[src/rtl/stage_reg_elastic.sv]
// stage_reg_elastic: pipeline stage register carrying payload + control; a bubble presents all-zero control.
// Latency: one falling edge from accept to outValid; sustains one entry per cycle.
// Backpressure: SKID=1 registers inReady and parks one entry in a skid slot; SKID=0 derives inReady combinationally.
module stage_reg_elastic #(
    parameter int DATA_W = 128,
    parameter int CTRL_W = 16,
    parameter int SKID   = 1
) (
    input  logic              clk,
    input  logic              rst_n,
    input  logic              inValid,
    output logic              inReady,
    input  logic [DATA_W-1:0] inData,
    input  logic [CTRL_W-1:0] inCtrl,
    output logic              outValid,
    input  logic              outReady,
    output logic [DATA_W-1:0] outData,
    output logic [CTRL_W-1:0] outCtrl,
    input  logic              flush,
    output logic [1:0]        count
);

    typedef struct packed {
        logic [CTRL_W-1:0] ctrl;
        logic [DATA_W-1:0] dat;
    } entry_t;

    entry_t r_main;
    logic   r_main_vld;
    logic   w_skid_vld;
    logic   w_accept;
    logic   w_consume;
    entry_t w_in;

    assign w_in      = '{ctrl: inCtrl, dat: inData};
    assign w_accept  = inValid & inReady;
    assign w_consume = r_main_vld & outReady;

    generate
        if (SKID != 0) begin : g_skid
            entry_t r_skid;
            logic   r_skid_vld;

            // A full skid slot closes the input, so a drain edge never also takes a new entry.
            assign inReady    = ~r_skid_vld;
            assign w_skid_vld = r_skid_vld;

            always_ff @(negedge clk or negedge rst_n) begin
                if (!rst_n) begin
                    r_main     <= '0;
                    r_main_vld <= 1'b0;
                    r_skid     <= '0;
                    r_skid_vld <= 1'b0;
                end else if (flush) begin
                    r_main_vld <= 1'b0;
                    r_skid_vld <= 1'b0;
                end else if (!r_main_vld || w_consume) begin
                    if (r_skid_vld) begin
                        r_main     <= r_skid;
                        r_main_vld <= 1'b1;
                        r_skid_vld <= 1'b0;
                    end else if (w_accept) begin
                        r_main     <= w_in;
                        r_main_vld <= 1'b1;
                    end else begin
                        r_main_vld <= 1'b0;
                    end
                end else if (w_accept) begin
                    r_skid     <= w_in;
                    r_skid_vld <= 1'b1;
                end
            end
        end else begin : g_single
            assign inReady    = ~r_main_vld | outReady;
            assign w_skid_vld = 1'b0;

            always_ff @(negedge clk or negedge rst_n) begin
                if (!rst_n) begin
                    r_main     <= '0;
                    r_main_vld <= 1'b0;
                end else if (flush) begin
                    r_main_vld <= 1'b0;
                end else if (w_accept) begin
                    r_main     <= w_in;
                    r_main_vld <= 1'b1;
                end else if (w_consume) begin
                    r_main_vld <= 1'b0;
                end
            end
        end
    endgenerate

    assign outValid = r_main_vld;
    assign outData  = r_main.dat;
    assign outCtrl  = r_main_vld ? r_main.ctrl : '0;
    assign count    = {1'b0, r_main_vld} + {1'b0, w_skid_vld};

endmodule

[config.mk]
export PLATFORM = sky130hd
export DESIGN_NAME = stage_reg_elastic
export DESIGN_NICKNAME = d
export VERILOG_FILES = /design/src/rtl/stage_reg_elastic.sv
export SDC_FILE = /design/constraint.sdc
export NUM_CORES = 1
export LEC_CHECK = 0
export BUFFER_PORTS_ARGS = -buffer_cell sky130_fd_sc_hd__buf_4
export CORE_MARGIN = 2
export CORE_UTILIZATION = 59
export CTS_CLUSTER_SIZE = 40
export DETAILED_ROUTE_END_ITERATION = 6
export GPL_TIMING_DRIVEN = 0
export PLACE_DENSITY = 0.86
export SYNTH_ARGS = -nofsm -noshare
export SYNTH_HDL_FRONTEND = slang
export SYNTH_SLANG_ARGS = --single-unit
export TNS_END_PERCENT = 10
[constraint.sdc]
create_clock -name clk -period 5.1 [get_ports clk]
set_input_delay 0.51 -clock clk [delete_from_list [all_inputs] [get_ports clk]]
set_output_delay 0.51 -clock clk [all_outputs]
set_load 0.02 [all_outputs]
==> results list, run 1 <==
- Count leader, synth: sky130_fd_sc_hd__mux2_2
* DRC violation count after routing: 0
* CTS Buffer Depth: 3
- Count of final max-slew check failures: 0
- In this run the cell area measured after placement is 16,200 µm².
* Async set-reset flop share out of synthesis: 100%
* Die Outline Area: ~24,000 µm²
- In the final routed layout, each cell accounts on average for roughly 19 µm.
- Routability-driven placement finished with a final weighted congestion of approximately 0.75.
- The detailed router finished its first iteration with ~340 violations.
* Worst vdd ir: 337 µV
* Total clock sinks: between 200 and 300
- From left edge to right edge, the die measures 155 µm.
* Initial antenna violation count: 0
* Capture point of the worst reg-to-reg path: g_skid.r_skid[96]
- Initial Util: 59.9%
* Cell variety after synth: 18
* Yosys top cell area share: between 50% and 60%
- Worst setup SP type: flip-flop
- Aggregate routed wire length: slightly below 30,000 µm
- In this run the critical register-to-register path is launched from outValid.
- CTS tree: built
- At the end of the flow, the number of nets in the layout was roughly 1,400.
* Worst-margin pin slew: 663 ps
* Global-route wire length before repair: 45,100 µm
- In this run the number of H-tree levels came out at 1.
- HP Class: reg2reg
- Of the synthesized area, sequential elements account for 53.7%.
- Number of clock buffers inserted by TritonCTS: 30
* Final-layout fill cell count: ~1,500
- Core area: ~23,000 µm²
- The cell sitting at the root of the clock tree is a sky130_fd_sc_hd__clkbuf_16.
* Register bit count reported by yosys: between 200 and 300
* Critical Path Sink Type: output pin
- The post-route netlist has 72.8% of its cells at a drive strength greater than 1.
- Post-synth top cells: 415 x sky130_fd_sc_hd__mux2_2, 290 x sky130_fd_sc_hd__dfrtn_1, 128 x sky130_fd_sc_hd__buf_4
- The count of nets left with antenna violations once routing finished came out at 0.
- Hold EP: outData[97]
- Vias in the first global route: 8,732
* Total negative slack for setup checks: 0 ps
* Unrepaired setup endpoints after global routing: no
- Worst R2R Path Depth: 5
* Worst Hold Path Cells: 1
- In the global route stage, overall resource usage came out at between 20% and 30%.
- Summed over all cells, the static leakage comes to around 8.0 nW.
- Setup violations remaining at the end of the flow were counted as 0.
- Per-cell via count in the routed design: between 5 and 6
- During I/O placement, the number of pins put on the boundary was 297.
* Hold path start: outData[97]
- In the post-route analysis, the smallest setup slack over all paths is ~220 ps.
- Count of placed standard cells in the final layout, fillers left out: 1,560
* Worst hold slack after final layout: 433 ps
* Result of the run: complete, no violations
* Post-synthesis to final-layout area growth: 26.8%
- With fillers left out, the area of the finished cells amounts to between 15,000 and 20,000 µm².
* Number of enable-type register cells in the synthesized netlist: 0
- The biggest area contributor in the post-synthesis netlist is sky130_fd_sc_hd__dfrtn_1.
* Syn_nets: between 1,000 and 1,500
- The clock reaches the later pin of the worst-skew pair after ~530 ps.
* Final hold violations: 0
* Post-detail-place hpwl: 20,400 µm
* Leading post-synthesis cells by cell area: sky130_fd_sc_hd__dfrtn_1 54%, sky130_fd_sc_hd__mux2_2 35%, sky130_fd_sc_hd__buf_4 7.1%
- Standard-cell rows: 55
- Post-CTS clock slew at the launch and capture registers of the worst setup and hold paths: approximately 40 ps
* Mean area per synthesized cell: 14.7 µm²
- Total power divided by cell area: slightly above 400 nW/µm²
- Required time reported for the critical path endpoint: roughly 4600 ps
- Summed over all layers, the global routing overflow is 0.
- DIE HEIGHT: 155 µm
- The most used flip-flop cell after synthesis is sky130_fd_sc_hd__dfrtn_1.
* Inst Count DP: 1,506
* Number of inserted diodes: 0
* Post-Syn Instances: 923
* Setup Skew: 5.90 ps
- Pre-Repair DR Iteration Count: 4
* Arrival time worst endpoint: approximately 4400 ps
- Max-capacitance violation count: 0
* Largest fanout on the critical path: 19
* Number of buffers added for setup after CTS: 0
- Port buffering added between 200 and 300 buffers.
* Largest net degree at the start of global routing: 107
- Via count: 8,175
- The worst register-to-register path has a setup slack of approximately 2900 ps.
- Launch point of the critical path: g_skid.r_skid_vld
* Worst setup slack before clock tree synthesis: around 250 ps
- Syn Std Cell Area: about 14,000 µm²
- The Yosys step of the flow raised 0 warnings.
* Slew margin rel.: between 50% and 60%
- Worst Path Class, Setup: reg2out
through the flow:
| step | utilization [%] | power, mW |
|---|---|---|
| 2_1_floorplan | - | 4.21 |
| 3_3_place_gp | 71.3 | 4.78 |
| 3_5_place_dp | 71.6 | 4.87 |
| 4_1_cts | 76.0 | 7.03 |
| 5_1_grt | 76.0 | 7.27 |
| 6_report | 76.0 | 6.98 |
sequential cells by signal, summed over array words and instances, names as in the netlist:
signal and flops:
g_skid.r_skid 144, outValid 1, g_skid.r_skid_vld 1, r_main 16
outData 128
area by class of cell:
cell class,count,area (µm²),area share [%]
Buffer,174,1230,7.16
Timing Repair Buffer,298,2280,13.3
Tap cell,285,357,2.08
Multi-Input combinational cell,457,5040,29.4
Sequential cell,290,7260,42.3
Clock buffer,49,953,5.56
Inverter,1,3.75,0.0219
Clock inverter,6,30.0,0.175
cells in the final DEF (no fill, tap or decap), types with 2 or more instances in the layout:
| cell | n |
|---|---|
| sky130_fd_sc_hd__clkbuf_8 | 11 |
| sky130_fd_sc_hd__mux2_2 | 415 |
| sky130_fd_sc_hd__buf_4 | 425 |
| sky130_fd_sc_hd__and2_1 | 16 |
| sky130_fd_sc_hd__buf_6 | 7 |
| sky130_fd_sc_hd__clkbuf_16 | 31 |
| sky130_fd_sc_hd__buf_2 | 27 |
| sky130_fd_sc_hd__nor2_1 | 2 |
| sky130_fd_sc_hd__buf_16 | 2 |
| sky130_fd_sc_hd__dfrtn_1 | 290 |
| sky130_fd_sc_hd__clkbuf_1 | 16 |
| sky130_fd_sc_hd__mux2_1 | 17 |
| sky130_fd_sc_hd__clkinv_2 | 6 |
power by group:
part | switching, mW | internal [mW] | total [mW]
sequential | 0.251 | 2.86 | 3.11
clock | 0.872 | 1.27 | 2.14
combinational | 0.710 | 1.02 | 1.73
total | 1.83 | 5.14 | 6.98
cell families after synthesis:
family                   count (synthesis)  synth area share (%)
adder cells (fa/ha/maj)                  1                0.0925
AO/OA/AOI/OAI                            1                0.0370
AND/OR/NAND/NOR                         23                  1.14
buffers and inverters                  176                  9.10
flip-flops                             290                  53.7
multiplexers                           432                  36.0
how the worst max path moves through the flow:
stage	to	slack, ps	cells past startpoint
2_1_floorplan	outData[67]	740	5
4_1_cts	inReady	190	4
5_1_grt	outCtrl[13]	110	3
3_5_place_dp	g_skid.r_skid[96]	250	6
6_report	inReady	220	4
3_3_place_gp	outData[32]	-1460	1
timing repair:
action	CTS	global route
hold buffers	0	0
gates resized for setup	2	0
endpoints found under the setup margin	1	0
critical path: stages, from the launching register on:
cell	delay [ps]
sky130_fd_sc_hd__dfrtn_1	480
sky130_fd_sc_hd__buf_4	340
sky130_fd_sc_hd__buf_4	250
sky130_fd_sc_hd__inv_1	50
sky130_fd_sc_hd__buf_4	150
layer usage:
metal / vias up / part of all wire (%) / track usage [%]
li1: 3769 / - / -
met1: 4136 / 40 / 28.4
met3: 35 / 8.9 / 7.83
met5: - / 0 / 0
met4: 0 / 1.7 / 5.24
met2: 235 / 50 / 40.9
No activity file was read; power rests on OpenSTA's default activity.
==> run 2, diff against run 1 <==
Settings changed: CELL_PAD_IN_SITES_DETAIL_PLACEMENT from default to 0, CELL_PAD_IN_SITES_GLOBAL_PLACEMENT from default to 1, CORE_MARGIN 2 to default, CORE_UTILIZATION 59 to 48, PLACE_DENSITY 0.86 to default, PLACE_DENSITY_LB_ADDON from default to 0.1.
==> results list, run 2 (same netlist as run 1, synthesis figures left out) <==
- The placed cell area came to 16,300 µm² (+0.72%).
- Most common cell after layout, fill and taps aside: sky130_fd_sc_hd__buf_4
- Total clock sinks: 290 (unchanged)
- The final number of setup-violating endpoints came to 0 (unchanged).
- The register area was 7260 µm² (unchanged).
- The count of endpoints failing hold in the final timing report came to 0 (unchanged).
- Area of combinational cells with multiple inputs: 5040 µm² (unchanged)
- The number of buffers created by CTS came to 34 (+13%).
- The total congestion overflow after global routing was 0 (unchanged).
* Via count: 7,934 (-2.9%)
- Slew margin rel.: 40.7% (-15 points)
* Register with the most flip-flops: g_skid.r_skid
- Standard-cell rows: 61 (+11%)
- The routability congestion estimate is 0.716 (-4.1%).
* Average wire length per cell after detail routing: 16.9 µm (-9.1%)
- In the layout the commonest cells are 425 x sky130_fd_sc_hd__buf_4, 415 x sky130_fd_sc_hd__mux2_2, 290 x sky130_fd_sc_hd__dfrtn_1, 37 x sky130_fd_sc_hd__clkbuf_16, 27 x sky130_fd_sc_hd__buf_2.
* I/O pin cnt: 297 (unchanged)
- Final Net Count: 1,407 (+0.36%)
- The minimum setup slack after placement was 230 ps (-23.5 ps).
- Largest net degree at the start of global routing: 117 (+9.3%)
* Setup Skew: 6.84 ps (+0.938 ps)
* Initial DRC Count: 278 (-18%)
- The number of buffers inserted by port buffering is 296 (unchanged).
- The worst vdd rail ir drop came to 267 µV (-21%).
* Post-synthesis to final-layout area growth: 28.6%
- The total iterations of the first detailed-routing run is 4 (unchanged).
- Worst-margin pin slew: 889 ps (+226 ps)
* Initial Util: 48.7% (-11 points)
- H-Tree Depth: 2 (+1)
- The number of max-slew violations in the final report was 0 (unchanged).
* Die Outline Area: 28,900 µm² (+19%)
- Number of flip-flops in the largest register: 144 (unchanged)
- DIE HEIGHT: 170 µm (+9.3%)
- The highest fanout seen on the critical path was 10 (-9).
- Final-layout fill cell count: 2,275 (+56%)
- Arrival time worst endpoint: 4440 ps (+70 ps)
- The via density per instance came to 4.78 (-8.7%).
- The global routing usage summed across all routing layers came to 19.6% (-3.8 points).
- Initial antenna violation count: 1 (+1)
* Vias in the first global route: 8,265 (-5.3%)
* Post-detail-place hpwl: 19,900 µm (-2.4%)
* Global-route wire length before repair: 44,200 µm (-1.9%)
* Core occupancy in the finished layout: 62.6% (-13 points)
- Max-capacitance violation count: 0 (unchanged)
* Worst Path Class, Setup: reg2out
* CTS tree: built
- The clock transition at the register clock pins on the worst setup and hold paths after CTS is 40 ps (about the same).
* Post-route cell area: 17,400 µm² (+1.4%)
* DRC violation count after routing: 0 (unchanged)
- Core area: 27,800 µm² (+23%)
* Worst Slack Setup Final: 147 ps (-75.7 ps)
- Unrepaired setup endpoints after global routing: no
- Horizontal die dimension: 170 µm (+9.3%)
- The buffer levels on the longest clock path came to 3 (unchanged).
- The overall routed net length was 28,000 µm (-3.4%).
- The buffer count from post-CTS setup fixing was 0 (unchanged).
- HP Class: reg2reg
- The leakage dissipation came to 8.09 nW (+0.66%).
- Result of the run: complete, no violations
* Clock latency on the worst-skew pair: 510 ps (-20 ps)
- Critical Path Sink Type: output pin
- STA classifies the critical path startpoint as a flip-flop.
- The antenna violation net count after detailed routing is 0 (unchanged).
* CTS root buffer: sky130_fd_sc_hd__clkbuf_16
* Layout cell share with drive strength beyond 1: 72.7% (-0.13 points)
- The worst path required time came to 4590 ps (about the same).
* Total power divided by cell area: 413 nW/µm² (+1.4%)
==> run 2: through the flow <==
stage	power [mW]	instances	hold WS [ps]	setup TNS, ps
6_report	7.18	1659	432	0
5_1_grt	7.53	1659	451	0
4_1_cts	7.27	1658	436	0
3_5_place_dp	4.86	1599	436	0
3_3_place_gp	4.80	1597	430	-449510
2_1_floorplan	4.21	923	420	0
==> run 2: worst max-delay path, cell delays in order (launching register included) <==
cell and delay, ps:
sky130_fd_sc_hd__dfrtn_1 450, sky130_fd_sc_hd__clkbuf_4 250, sky130_fd_sc_hd__buf_4 240, sky130_fd_sc_hd__buf_4 230
sky130_fd_sc_hd__inv_1 60, sky130_fd_sc_hd__buf_4 150
==> run 2: repair_timing <==
action                                  in CTS  in global routing
resized for setup                            2                  1
endpoints found under the setup margin       1                  1
hold buffers                                 0                  0
==> run 2: final cells by class <==
class | instances | area share, %
repair buffers | 298 | 13.1
diodes | 1 | 0.0144
clock buffers | 53 | 6.01
plain buffers | 175 | 7.10
clock inverters | 6 | 0.331
flip-flops and latches | 290 | 41.7
multi-input cells | 457 | 29.0
well taps | 378 | 2.72
inverters | 1 | 0.0216
==> run 2: metal layers <==
metal  part of all wire (%)  up-vias  GRT usage [%]
met2                     48      208           31.5
met4                    1.5        0           5.13
met3                    8.3       37           6.47
met5                      0        -              0
li1                       -     3777              -
met1                     42     3912           25.5
==> run 2: final timing paths <==
| kind | start | endpoint | slack (ps) | cells past startpoint |
|---|---|---|---|---|
| max in group asynchronous | rst_n | outData[42] | 1500 | 2 |
| max reg2reg | outValid | g_skid.r_skid[133] | 2930 | 5 |
| min | outData[58] | outData[58] | 430 | 1 |
| min reg2reg | outData[58] | outData[58] | 430 | 1 |
| min in group asynchronous | rst_n | g_skid.r_skid[108] | 2540 | 1 |
| max | g_skid.r_skid_vld | inReady | 150 | 5 |
==> run 2: power breakdown <==
part	switching (mW)	total (mW)	internal, mW	leakage, nW
Combinational	0.691	1.71	1.02	4.06
Sequential	0.235	3.10	2.86	3.48
Clock	0.919	2.38	1.46	0.541
Total	1.84	7.18	5.33	8.09
==> run 3, diff against run 2 <==
Settings changed: BUFFER_PORTS_ARGS -buffer_cell sky130_fd_sc_hd__buf_4 to -buffer_cell sky130_fd_sc_hd__buf_2.
==> results list, run 3 (same netlist as run 1, synthesis figures left out) <==
* Reg area: 7260 µm² (unchanged)
- Register-to-register setup slack: 2860 ps (-70 ps)
- The number of ports placed on the die boundary came to 297 (unchanged).
- The slowest stage of the critical path belongs to the cell sky130_fd_sc_hd__dfrtn_1.
* Number of clock buffers inserted by TritonCTS: 34 (unchanged)
- The longest individual stage delay on the worst path came to 440 ps (about the same).
- The via density per instance is 4.82 (+0.88%).
- The setup path with the least slack is of type reg2out.
- The largest net degree at the start of global routing came to 115 (-1.7%).
- Core occupancy in the finished layout: 59.9% (-2.8 points)
- Aggregate routed wire length: 27,400 µm (-2.0%)
* Number of flip-flops in the largest register: 144 (unchanged)
- The final-layout worst hold slack was 433 ps (+0.568 ps).
- Traced cell by cell, the critical path runs through buf_2, buf_4, inv_1, buf_2.
* Largest fanout on the critical path: 19 (+9)
- The clock transition at the register clock pins on the worst setup and hold paths after CTS was 40 ps (about the same).
- Required time reported for the critical path endpoint: 4590 ps (about the same)
- Final total power: 6.95 mW (-3.2%)
* Grt ovf: 0 (unchanged)
- Post-detail-place hpwl: 19,500 µm (-2.2%)
* HP Class: reg2reg
- Setup repair after global routing left no endpoint under its margin.
- The starting utilization of the core area was 48.7% (unchanged).
* Worst Path Buf+Inv: 4 (-1)
- The worst clock skew was 7.39 ps (+0.555 ps).
* Area of combinational cells with multiple inputs: 5040 µm² (unchanged)
* Count of final max-slew check failures: 0 (unchanged)
* GRT Util Overall: 19.4% (-0.21 points)
- The number of nets in the layout was 1,406 (-0.071%).
- Arrival time worst endpoint: 4360 ps (-80 ps)
* Clock latency on the worst-skew pair: 510 ps (about the same)
* CTS root buffer: sky130_fd_sc_hd__clkbuf_16
* DIE HEIGHT: 170 µm (unchanged)
- The worst setup path is captured at an output pin.
- Initial DRC Count: 242 (-13%)
- The cell depth of the worst hold path was 1 (unchanged).
* Total clock sinks: 290 (unchanged)
- The number of standard-cell rows in the floorplan is 61 (unchanged).
- The placed cell area was 15,500 µm² (-4.5%).
- Global placement routability congestion: 0.718 (+0.31%)
- Capture point of the worst reg-to-reg path: outData[87]
* Register with the most flip-flops: g_skid.r_skid
- Clock network power share: 33.3% (+0.2 points)
* Part of the power in registers: 44.5% (+1.4 points)
* Slew margin rel.: 40.1% (-0.59 points)
* Most common cell after layout, fill and taps aside: sky130_fd_sc_hd__mux2_2
- The run finished with clean final reports.
* Core area: 27,800 µm² (unchanged)
* DRC violation count after routing: 0 (unchanged)
- Average wire length per cell after detail routing: 16.5 µm (-1.9%)
* Die Outline Area: 28,900 µm² (unchanged)
- Switching part of the total power: 25.8% (+0.097 points)
- Internal power contribution: 5.16 mW (-3.3%)
* Net switching power: 1.79 mW (-2.8%)
- Worst R2R Path Depth: 5 (unchanged)
- The buffer count from post-CTS setup fixing is 0 (unchanged).
- The via count of the first global-routing pass came to 8,333 (+0.82%).
- Layout cell share with drive strength beyond 1: 72.6% (about the same)
- Number of input and output port buffers inserted: 296 (unchanged)
- Via count: 7,999 (+0.82%)
- Post-route cell area: 16,600 µm² (-4.4%)
- STA classifies the critical path startpoint as a flip-flop.
* Pre-Repair DR Iteration Count: 4 (unchanged)
* Hold path start: outData[58]
- The final number of setup-violating endpoints is 0 (unchanged).
* Final-layout fill cell count: 2,371 (+4.2%)
* Global-route wire length before repair: 44,000 µm (-0.42%)
* Most used cells in the layout excluding fill and tap cells: 415 x sky130_fd_sc_hd__mux2_2, 323 x sky130_fd_sc_hd__buf_2, 290 x sky130_fd_sc_hd__dfrtn_1, 129 x sky130_fd_sc_hd__buf_4, 37 x sky130_fd_sc_hd__clkbuf_16
* Library cell appearing most often on the critical path: sky130_fd_sc_hd__buf_2
* CTS Buffer Depth: 3 (unchanged)
- Static Leak: 7.83 nW (-3.1%)
- The area growth from synthesis to layout is 23.0%.
* Kind of cell with the highest combined delay on the critical path: buffers and inverters
* Total power divided by cell area: 418 nW/µm² (+1.3%)
- Logic pwr share: 22.2% (-1.6 points)
- The die outline width came to 170 µm (unchanged).
* Max-capacitance violation count: 0 (unchanged)
* CTS tree: built
* Final hold violations: 0 (unchanged)
- The initial antenna violation count was 10 (+9).
- H-Tree Depth: 2 (unchanged)
* Launching point of the worst reg2reg path: g_skid.r_skid_vld
- Worst vdd ir: 290 µV (+8.7%)
- The antenna violation net count after detailed routing came to 0 (unchanged).
- The hold-fix buffer count after cts was 0 (unchanged).
- Hold EP: outData[58]
* Worst-margin pin slew: 898 ps (+8.83 ps)
## run 3: metrics by stage
stage | cells | setup TNS (ps) | setup WS, ps
3_3_place_gp | 1597 | -1300190 | -4520
4_1_cts | 1653 | 0 | 166
6_report | 1658 | 0 | 231
5_1_grt | 1655 | 0 | 116
2_1_floorplan | 923 | 0 | 738
3_5_place_dp | 1599 | 0 | 223
## run 3: worst max-delay path by stage
stage | cells past startpoint | slack [ps] | startpoint | to
global placement | 1 | -4520 | rst_n | outData[39]
CTS | 4 | 170 | g_skid.r_skid_vld | inReady
global route | 4 | 120 | g_skid.r_skid_vld | inReady
finish | 4 | 230 | g_skid.r_skid_vld | inReady
detailed placement | 6 | 220 | outReady | outData[77]
floorplan | 5 | 740 | outReady | outData[67]
## run 3: routing by layer
metal  up-vias  global-route usage (%)  part of all wire [%]
li1       3788                       -                     -
met1      3970                    24.1                    42
met2       190                    32.5                    48
met3        43                    6.49                   7.9
met4         8                    4.62                   1.5
met5         -                       0                  0.20
## run 3: power groups by stage
stage / clock network [mW] / registers (mW) / logic [mW]
6_report: 2.31 / 3.09 / 1.55
5_1_grt: 2.47 / 3.16 / 1.68
3_3_place_gp: 0 / 3.10 / 1.53
3_5_place_dp: 0 / 3.13 / 1.57
4_1_cts: 2.40 / 3.09 / 1.57
2_1_floorplan: 0 / 3.06 / 1.15
## run 3: cell type report
cell class	count	area share (%)
flip-flops and latches	290	43.6
inverters	1	0.0226
multi-input cells	457	30.3
plain buffers	174	7.37
diodes	5	0.0752
repair buffers	298	9.30
clock buffers	54	6.43
well taps	378	2.84
clock inverters	1	0.0301
## run 3: timing repair
action                                 in CTS  in global routing
setup endpoints to repair                   1                  0
resized for setup                           1                  0
endpoints found under the hold margin       0                  0
